--- src/rtl/huc6261_cp_arb.sv ---
// Palette RAM slot arbiter (video > buffered CPU write > CPU prefetch); VID_Q/CPU_RDATA land 1 cycle after RAM read.
// CPU_BUSY on full write buffer or pending prefetch; HUC6261_CP_WBUF2_EN selects a 2-entry buffer (else 1).
module huc6261_cp_arb (
   input  logic        CLK,
   input  logic        RESn,
   input  logic        PCE,
   input  logic [8:0]  VID_A,
   output logic [15:0] VID_Q,
   input  logic        CPU_AWR,
   input  logic        CPU_DWR,
   input  logic        CPU_DRD,
   input  logic [15:0] CPU_DI,
   output logic [15:0] CPU_RDATA,
   output logic        CPU_BUSY,
   output logic [8:0]  RAM_A,
   output logic [15:0] RAM_D,
   output logic        RAM_WE,
   input  logic [15:0] RAM_Q
);

`ifdef HUC6261_CP_WBUF2_EN
   localparam int DEPTH = 2;
`else
   localparam int DEPTH = 1;
`endif

   logic [8:0]  cpa;
   logic [24:0] wb [DEPTH];
   logic [1:0]  wcnt;
   logic        pend;
   logic        rd_infl;
   logic        rd_stale;
   logic        vid_infl;
   logic        full;
   logic        empty;
   logic        push;
   logic        new_req;
   logic        vid_gnt;
   logic        wr_gnt;
   logic        pre_gnt;

   assign full     = (wcnt == 2'(DEPTH));
   assign empty    = (wcnt == 2'd0);
   assign push     = CPU_DWR & ~full;
   assign new_req  = ~CPU_DWR & (CPU_AWR | CPU_DRD);
   // Video grant is gated by reset so the RAM bus reads all-zero while held in reset.
   assign vid_gnt  = PCE & RESn;
   assign wr_gnt   = ~PCE & ~empty;
   assign pre_gnt  = ~PCE & empty & pend & ~rd_infl;
   assign CPU_BUSY = full | pend;

   always_comb begin
      RAM_A  = '0;
      RAM_D  = '0;
      RAM_WE = 1'b0;
      if (vid_gnt) begin
         RAM_A = VID_A;
      end else if (wr_gnt) begin
         RAM_A  = wb[0][24:16];
         RAM_D  = wb[0][15:0];
         RAM_WE = 1'b1;
      end else if (pre_gnt) begin
         RAM_A = cpa;
      end
   end

   // Head always sits in wb[0]; a pop shifts the rest down and a push fills the first free slot.
   always_ff @(posedge CLK or negedge RESn) begin
      if (!RESn) begin
         for (int i = 0; i < DEPTH; i++) wb[i] <= '0;
         wcnt <= '0;
      end else begin
         if (wr_gnt) begin
            for (int i = 0; i < DEPTH - 1; i++) wb[i] <= wb[i+1];
         end
         for (int i = 0; i < DEPTH; i++) begin
            if (push && (i == int'(wcnt) - int'(wr_gnt))) wb[i] <= {cpa, CPU_DI};
         end
         wcnt <= wcnt + 2'(push) - 2'(wr_gnt);
      end
   end

   always_ff @(posedge CLK or negedge RESn) begin
      if (!RESn) begin
         cpa       <= '0;
         pend      <= 1'b0;
         rd_infl   <= 1'b0;
         rd_stale  <= 1'b0;
         vid_infl  <= 1'b0;
         VID_Q     <= '0;
         CPU_RDATA <= '0;
      end else begin
         if (push) begin
            cpa <= cpa + 9'd1;
         end else if (new_req) begin
            cpa <= CPU_AWR ? CPU_DI[8:0] : cpa + 9'd1;
         end
         // A pointer change during the grant or latency cycle keeps pend so the new address is fetched.
         if (new_req) begin
            pend <= 1'b1;
         end else if (rd_infl && !rd_stale) begin
            pend <= 1'b0;
         end
         rd_infl  <= pre_gnt;
         rd_stale <= pre_gnt & new_req;
         if (rd_infl) CPU_RDATA <= RAM_Q;
         vid_infl <= vid_gnt;
         if (vid_infl) VID_Q <= RAM_Q;
      end
   end

endmodule

--- config.mk ---
export PLATFORM = sky130hd
export DESIGN_NAME = huc6261_cp_arb
export DESIGN_NICKNAME = d
export VERILOG_FILES = /design/src/rtl/huc6261_cp_arb.sv
export SDC_FILE = /design/constraint.sdc
export NUM_CORES = 1
export LEC_CHECK = 0
export ABC_AREA = 1
export CELL_PAD_IN_SITES_DETAIL_PLACEMENT = 1
export CELL_PAD_IN_SITES_GLOBAL_PLACEMENT = 1
export CORE_ASPECT_RATIO = 0.8
export CORE_MARGIN = 2
export CORE_UTILIZATION = 23
export CTS_CLUSTER_DIAMETER = 30
export CTS_CLUSTER_SIZE = 25
export DETAILED_ROUTE_END_ITERATION = 7
export PLACE_DENSITY = 0.7
export SETUP_SLACK_MARGIN = 0.5
export SKIP_CTS_REPAIR_TIMING = 1
export SLEW_MARGIN = 10
export SYNTH_ARGS = -nofsm -noshare
export SYNTH_HDL_FRONTEND = slang
export SYNTH_SLANG_ARGS = --single-unit
--- constraint.sdc ---
create_clock -name CLK -period 2.3 [get_ports CLK]
set_clock_uncertainty 0.1 [all_clocks]
set_input_delay 0.345 -clock CLK [delete_from_list [all_inputs] [get_ports CLK]]
set_output_delay 0.345 -clock CLK [all_outputs]
set_load 0.05 [all_outputs]
# Word-level counts from Yosys, hierarchy flattened

Index checks and enable logic that the tools add are counted.

Word-level logic and storage cells: 48
Input bits: 47
Register bits: 72
Output and inout port bits: 59

Mux-type cells: 12
Add/sub/neg operators: 4
Reductions and logical operators: 7
Equality and inequality tests: 1
Bitwise gates (word level): 15

Operators with widths:

| operator                                                              | number |
|---|---|
| 9-bit 2-to-1 mux                                                      | 6 |
| 32-bit logical NOT                                                    | 1 |
| 16-bit 2-to-1 mux                                                     | 2 |
| 9-bit by 1-bit adder with 9-bit output, second input constant         | 1 |
| 1-bit AND                                                             | 8 |
| 1-bit NOT                                                             | 5 |
| 1-bit 2-to-1 mux                                                      | 4 |
| 2-bit nonzero test                                                    | 2 |
| 2-bit by 1-bit subtractor with 3-bit output                           | 1 |
| 2-bit by 1-bit adder with 2-bit output                                | 1 |
| 2-bit by 1-bit equality test with 1-bit output, second input constant | 1 |
| 1-bit logical AND                                                     | 2 |
| 2-bit logical NOT                                                     | 1 |
| 1-bit bitwise OR                                                      | 2 |
| 2-bit by 1-bit subtractor with 2-bit output                           | 1 |
| 1-bit logical NOT                                                     | 1 |

# Longest topological paths before layout

Gate-level depths: netlist (run 1).

Depth after elaboration: 7
Depth in mapped cells: 9
Depth with buffers taken out: 8

# Least setup slack after synthesis (run 1)

Ideal clock, no wire load.

Path kind: reg-to-output
Start point: register rd_infl
End point: output RAM_A[0]
Path slack: 0.230 ns
Stages on the path, launching flop included: 6
Path buffers: 2
Data arrival time: 1.625 ns
Data required time: 1.855 ns
Cell sequence: dfrtp_1 buf_6 inv_4 nand4_1 buf_2 o211ai_1

Longest elaborated chain between the ends: 5

RTL lines:

| item                     | line | RTL |
|---|---|---|
| start: declaration       | 31   | `logic rd_infl;` |
| start signal: assignment | 104  | `rd_infl <= pre_gnt;` |
| 1-bit NOT                | 49   | `assign pre_gnt = ~PCE & empty & pend & ~rd_infl;` |
| 1-bit AND                | 49   |  |
| 9-bit 2-to-1 mux         | 62   | `end else if (pre_gnt) begin` |
| 9-bit 2-to-1 mux         | 58   | `end else if (wr_gnt) begin` |
| 9-bit 2-to-1 mux         | 56   | `if (vid_gnt) begin` |
| end: declaration         | 15   | `output logic [8:0] RAM_A,` |

Every way passes these cells.

# Worst setup path in the final report (run 1)

Start point: register wcnt[1]
End point: output RAM_A[4]

Longest elaborated chain between the ends: 7
Elaborated cells between the ends (all ways): 9
Classes of those cells: mux (3); bitwise (5); reduce/logical (1)

RTL lines:

| item                     | line | RTL |
|---|---|---|
| start: declaration       | 29   | `logic [1:0] wcnt;` |
| start signal: assignment | 79   | `wcnt <= wcnt + 2'(push) - 2'(wr_gnt);` |
| 2-bit logical NOT *      | 43   | `assign empty = (wcnt == 2'd0);` |
| 1-bit AND (3 in series)  | 49   |  |
| 9-bit 2-to-1 mux         | 62   |  |
| 9-bit 2-to-1 mux *       | 58   |  |
| 9-bit 2-to-1 mux *       | 56   |  |

Every way passes the cells marked *; elsewhere a longest branch is shown, timed or not.

==> flow_summary.yaml, run 1 <==
synthesis:
  synth_edf_count: 0
  ys_top_cells_by_count: "nand2_1, dfrtp_1, inv_1, nor2_1"
  ys_types: 27
  yosys_warnings: 0
  synthCells: 389
  yosys-top-cells-area: "dfrtp_1, nand2_1, mux2_2, inv_1, nor2_1"
  synthFlopType: "dfrtp_1"
  synth_area_sq_mm: 0.00333
  avgSynthCellArea_sq_um: 8.55
  synth_nets: 439
  ys_seq_area_share_pct: 54.2
  synth_area_leader_cell: "dfrtp_1"
  synth_top_area_share_pct: 54.2
  synth-seq-cells: 72
  async_flop_share_pct: 100
  synth.most_common_cell: "nand2_1"
clock_tree:
  cts_tree: "done"
  root_buffer: "clkbuf_16"
  cts.sinks: 72
  numCtsBuffers: 9
  path_clk_slew_ns: 0.06
  htreeDepth: 3
  clk_path_buf_depth: 2
  clk_latency_ns: 0.33
layout:
  fillers: 1599
  regArea_sq_mm: 0.00180
  drive_gt1_share_pct: 22.2
  final_util_pct: 39.2
  n_antenna_cell: 0
  multi_input_area_sq_mm: 0.00140
  final_cell_area_sq_mm: 0.00556
  synthToLayoutAreaGrowth_pct: 67.2
  finalNetCount: 562
place:
  dp_hpwl_microns: 7480
  io_buffers: 105
  gp_congestion: 0.768
  post-place-ws_ns: -0.445
  place_area_sq_mm: 0.00484
worst_setup_path:
  path_max_fanout: 5
  crit_start: "wcnt[1]"
  worstReg2RegEnd: "wcnt[1]"
  cp.arrival_ns: 1.83
  worstSetupEndpoint: "RAM_A[4]"
  reg2reg_depth: 9
  worstSetupStartpointType: "register"
  r2r_slack_ns: 0.34
  endpoint_kind: "primary output"
  crit_type: "register to primary output"
  critPathRequiredTime_ns: 1.86
  r2r_start: "wcnt[1]"
timing:
  setup_ws_ns: 0.0246
  worstMarginPinSlew_ns: 0.922
  finalSetupTns_ns: 0
  setup_viol: 0
  final-hold-violation-count: 0
  fin_crit_sh_pct: 98.9
  max_freq_ghz: 0.439
  finalMaxSlewViolations: 0
  rsz0062_at_grt: "yes"
  slew_headroom_pct: 38.5
  finalCriticalPeriod_ns: 2.28
floorplanning:
  die_w_microns: 138
  ios: 106
  die_h_microns: 112
  core_sq_mm: 0.0142
  row_count: 39
  die-area_sq_mm: 0.0154
  start_util_pct: 23.4
detailed_routing:
  dr.pass1.iters: 4
  via_count: 3076
  routedWlPerCell_microns: 15.7
  drt_iter0_drc: 153
  post_drt_via_cell_ratio: 4.39
  ant_nets: 0
  totalWireLength_microns: 11000
  route.detailed.drc: 0
pwr:
  peakVddDrop_mv: 0.651
  power.density_mw_per_mm2: 1400
  combPwrFrac_pct: 55.0
  p_clk_share_pct: 17.9
  seqPwrFrac_pct: 27.2
  p_switching_mw: 3.53
  p_int_mw: 4.26
  p_sw_share_pct: 45.3
  p_leak_nw: 2.86
min_path:
  hp-class: "input pin to asynchronous set/reset pin"
outcome:
  outcome: "completed"
grt:
  antenna_found_initial: 0
  grt_usage_pct: 13.5
  grt_max_degree: 73
  grt_pass1_wl_microns: 16600
  grt_pass1_vias: 3137
  gr-total-overflow: 0
run:
  drv_cap: 0
[worst max-delay path, cell delays in order (launching register included)]
cell	delay, ns
dfrtp_1	0.42
nor2_4	0.18
nand4_1	0.19
buf_6	0.20
o211ai_1	0.28
clkbuf_16	0.23
[power groups by stage]
stage / logic [mW] / registers (mW) / clock network (mW)
3_3_place_gp: 3.76 / 2.10 / 0
5_1_grt: 4.55 / 2.19 / 1.50
4_1_cts: 3.88 / 2.11 / 1.43
6_report: 4.28 / 2.12 / 1.39
3_5_place_dp: 3.86 / 2.12 / 0
2_1_floorplan: 1.75 / 2.66 / 0
[routing by layer]
layer	GRT usage [%]	wire length [microns]
met1	16.7	4720
met2	22.9	5640
met3	3.66	481
met4	4.42	180
met5	0	0
[kinds of logic (layout without fill, tap and decap cells)]
kind of cell | count (synthesis) | count (layout) | synth area share, %
and+or+nand+nor | 192 | 193 | 23.2
DFF | 72 | 72 | 54.2
buffers and inverters | 63 | 190 | 8.31
AOI/OAI and AO/OA | 40 | 40 | 7.00
muxes | 16 | 16 | 5.42
adders and majority gates | 3 | 3 | 1.13
xor gates and xnor gates | 3 | 3 | 0.790
[registers in the layout (all words and copies together), names as in the netlist]
| name | cells |
|---|---|
| vid_infl | 1 |
| pend | 1 |
| CPU_RDATA | 16 |
| cpa | 9 |
| rd_stale | 1 |
| wb | 25 |
| VID_Q | 16 |
| rd_infl | 1 |
| wcnt | 2 |
[final cells by class]
class	instances	share of cell area [%]
Multi-Input combinational cell	255	25.2
Timing Repair inverter	1	0.540
Clock inverter	7	1.28
Tap cell	184	4.14
Timing Repair Buffer	125	28.5
Clock buffer	9	4.05
Sequential cell	72	32.4
Inverter	48	3.87
[placed cells by master (no fill, tap or decap), drive strengths merged]
master,instances
clkdlybuf4s50,44
nand2,137
nor2,36
clkinvlp,4
a21oi,8
nand3,19
o21ai,22
xor2,1
mux2,16
clkinv,5
o211ai,9
clkbuf,13
dlymetal6s2s,33
buf,44
bufinv,1
dfrtp,72
o21bai,1
inv,46
xnor2,2
nand4,1
ha,3
[through the flow]
stage | total power, mW | hold slack, ns | instances
after floorplan | 4.41 | -0.0506 | 389
after global placement | 5.86 | 0.357 | 669
after detailed placement | 5.98 | 0.358 | 669
after CTS | 7.41 | 0.231 | 685
after global routing | 8.23 | 0.250 | 701
final | 7.79 | 0.167 | 701
[how the worst min path moves through the flow]
| stage | cells after the start | end | slack, ns |
|---|---|---|---|
| after floorplan | 0 | CPU_RDATA[0] | -0.05 |
| after global placement | 2 | CPU_RDATA[2] | 0.36 |
| after detailed placement | 2 | CPU_RDATA[8] | 0.36 |
| after CTS | 2 | wb[7] | 0.23 |
| after global routing | 2 | wb[7] | 0.25 |
| final | 2 | wb[11] | 0.17 |
Note: power is estimated with default switching activity, not from simulation.
==> run 2: changes to the inputs <==
--- a/config.mk
+++ b/config.mk
@@ -9,12 +9,11 @@
 export CELL_PAD_IN_SITES_DETAIL_PLACEMENT = 1
 export CELL_PAD_IN_SITES_GLOBAL_PLACEMENT = 1
 export CORE_ASPECT_RATIO = 0.8
-export CORE_MARGIN = 2
-export CORE_UTILIZATION = 23
+export CORE_UTILIZATION = 34
 export CTS_CLUSTER_DIAMETER = 30
 export CTS_CLUSTER_SIZE = 25
 export DETAILED_ROUTE_END_ITERATION = 7
-export PLACE_DENSITY = 0.7
+export PLACE_DENSITY = 0.92
 export SETUP_SLACK_MARGIN = 0.5
 export SKIP_CTS_REPAIR_TIMING = 1
 export SLEW_MARGIN = 10
==> run 2 against run 1 <==
The run now ends with setup timing left. Sequential share of layout area increased by 0.50 points. Clock power grew 15%. Die area is 34% lower. Combinational power is 9.6% higher. Register-to-register slack better by 0.11 ns. Via count up 16%. Core utilization grew 20 points. Final cell count shrank 9.8%. Critical path depth increased by 2. Maximum frequency shrank 1.4%. Non-clock buffer count grew 1. Sequential cell count is the same. Critical endpoint is now RAM_A[7].
==> flow_summary.yaml, run 2 (synthesis results as in run 1) <==
detailed_routing:
  drt_iter0_drc: 352
  wl_met3_microns: 1190
  routedWlPerCell_microns: 26.6
  totalWireLength_microns: 16800
  dr.pass1.iters: 5
  top_layer: "met4"
  post_drt_via_cell_ratio: 5.65
  ant_nets: 0
  route.detailed.drc: 0
  via_count: 3571
  drt-met1-wl_microns: 6470
  wl_met2_microns: 8260
layout:
  layout.cells.most_common: "nand2_1"
  final_util_pct: 59.1
  final_cell_area_sq_mm: 0.00548
  drive_gt1_share_pct: 23.2
  final_cells: 632
  largest_reg_flops: 25
  finalNetCount: 562
  reg_top3: "wb (25), CPU_RDATA (16), VID_Q (16)"
  n_antenna_cell: 0
  most-common-layout-cells: "nand2_1, dfrtp_1, clkdlybuf4s50_1"
  fillers: 1001
  synthToLayoutAreaGrowth_pct: 64.8
  top_register: "wb"
grt:
  grt_pass1_vias: 3610
  grt_pass1_wl_microns: 21300
  gr-total-overflow: 0
  antenna_found_initial: 0
  grt_usage_pct: 28.3
  grt_max_degree: 73
timing:
  hold_slack_ns: 0.147
  setup_viol: 1
  finalMaxSlewViolations: 0
  final-hold-violation-count: 0
  fin_crit_sh_pct: 100
  finalCriticalPeriod_ns: 2.31
  max_freq_ghz: 0.433
  worstMarginPinSlew_ns: 0.945
  rsz0062_at_grt: "yes"
  setup_ws_ns: -0.00729
  slew_headroom_pct: 37.0
floorplanning:
  die_h_microns: 90.5
  core_sq_mm: 0.00927
  start_util_pct: 35.9
  die_w_microns: 113
  row_count: 31
  ios: 106
  die-area_sq_mm: 0.0102
worst_setup_path:
  worst_path_max_delay_cell: "dfrtp_2"
  endpoint_kind: "primary output"
  crit_type: "register to primary output"
  critPathRequiredTime_ns: 1.86
  cp.arrival_ns: 1.86
  worstPathCellList: "nor2_4, nor2_1, buf_6, buf_4, nand2_1, o211ai_1, clkbuf_16"
  worstSetupStartpointType: "register"
  cp_slowest_stage_delay_ns: 0.44
  path_max_fanout: 8
  reg2reg_depth: 9
pwr:
  power.density_mw_per_mm2: 1560
  p_leak_nw: 2.86
  seqPwrFrac_pct: 26.2
  p_clk_share_pct: 18.8
  combPwrFrac_pct: 55.0
  p_int_mw: 4.41
  peakVddDrop_mv: 0.605
  p_switching_mw: 4.12
  p_sw_share_pct: 48.3
clock_tree:
  htreeDepth: 3
  numCtsBuffers: 9
  clk_path_buf_depth: 2
  cts.sinks: 72
  cts_tree: "done"
  path_clk_slew_ns: 0.07
  clk_latency_ns: 0.35
  root_buffer: "clkbuf_16"
min_path:
  hp-class: "input pin to asynchronous set/reset pin"
place:
  place_area_sq_mm: 0.00476
  placed_cells: 600
  gp_congestion: 0.821
  dp_hpwl_microns: 8260
  io_buffers: 105
  post-place-ws_ns: 0.0852
outcome:
  violations: "setup timing"
  outcome: "finished, violations left"
run:
  drv_cap: 0
-- run 2: path summary, 6_finish.rpt --
check	slack [ns]	start	endpoint
worst max-delay path	-0.007	wcnt[0]	RAM_A[7]
worst min-delay path	0.15	RESn	wb[18]
worst max register to register	0.45	wcnt[1]	cpa[1]
worst min register to register	0.39	CPU_RDATA[9]	CPU_RDATA[9]
max in group asynchronous	1.28	RESn	wcnt[0]
min in group CLK	0.39	CPU_RDATA[9]	CPU_RDATA[9]
-- run 2: power groups by stage --
stage          Sequential, mW  Clock (mW)  Combinational (mW)
4_1_cts                  2.17        1.57                4.09
3_5_place_dp             2.14           0                3.93
2_1_floorplan            2.66           0                1.75
5_1_grt                  2.26        1.65                4.86
6_report                 2.23        1.60                4.69
3_3_place_gp             2.07           0                3.73
-- run 2: routing by layer --
layer  up-vias  global-route usage [%]
li1       1460                       -
met1      1812                    33.0
met2       225                    48.6
met3        74                    6.17
met4         0                    14.7
met5         -                       0
-- run 2: critical path, delay by kind of cell, from the launching register on --
| kind | cells | cell delay (ns) |
|---|---|---|
| buffers and inverters | 3 | 0.54 |
| DFF | 1 | 0.44 |
| and+or+nand+nor | 3 | 0.34 |
| AOI/OAI and AO/OA | 1 | 0.19 |
-- run 2: metrics by stage --
stage	total power, mW	TNS, ns
after global routing	8.77	-0.0341
after floorplan	4.41	0
after detailed placement	6.07	0
after CTS	7.83	-0.0921
final	8.53	-0.00729
after global placement	5.81	0
-- run 2: final cells by class --
class,instances,area [sq um],area share (%)
clock buffer,9,225,4.11
clock inverter,7,103,1.87
inverter,48,205,3.74
multi-input combinational,254,1410,25.8
sequential,72,1800,32.9
tap,115,144,2.62
timing repair buffer,126,1570,28.7
timing repair inverter,1,16.3,0.297
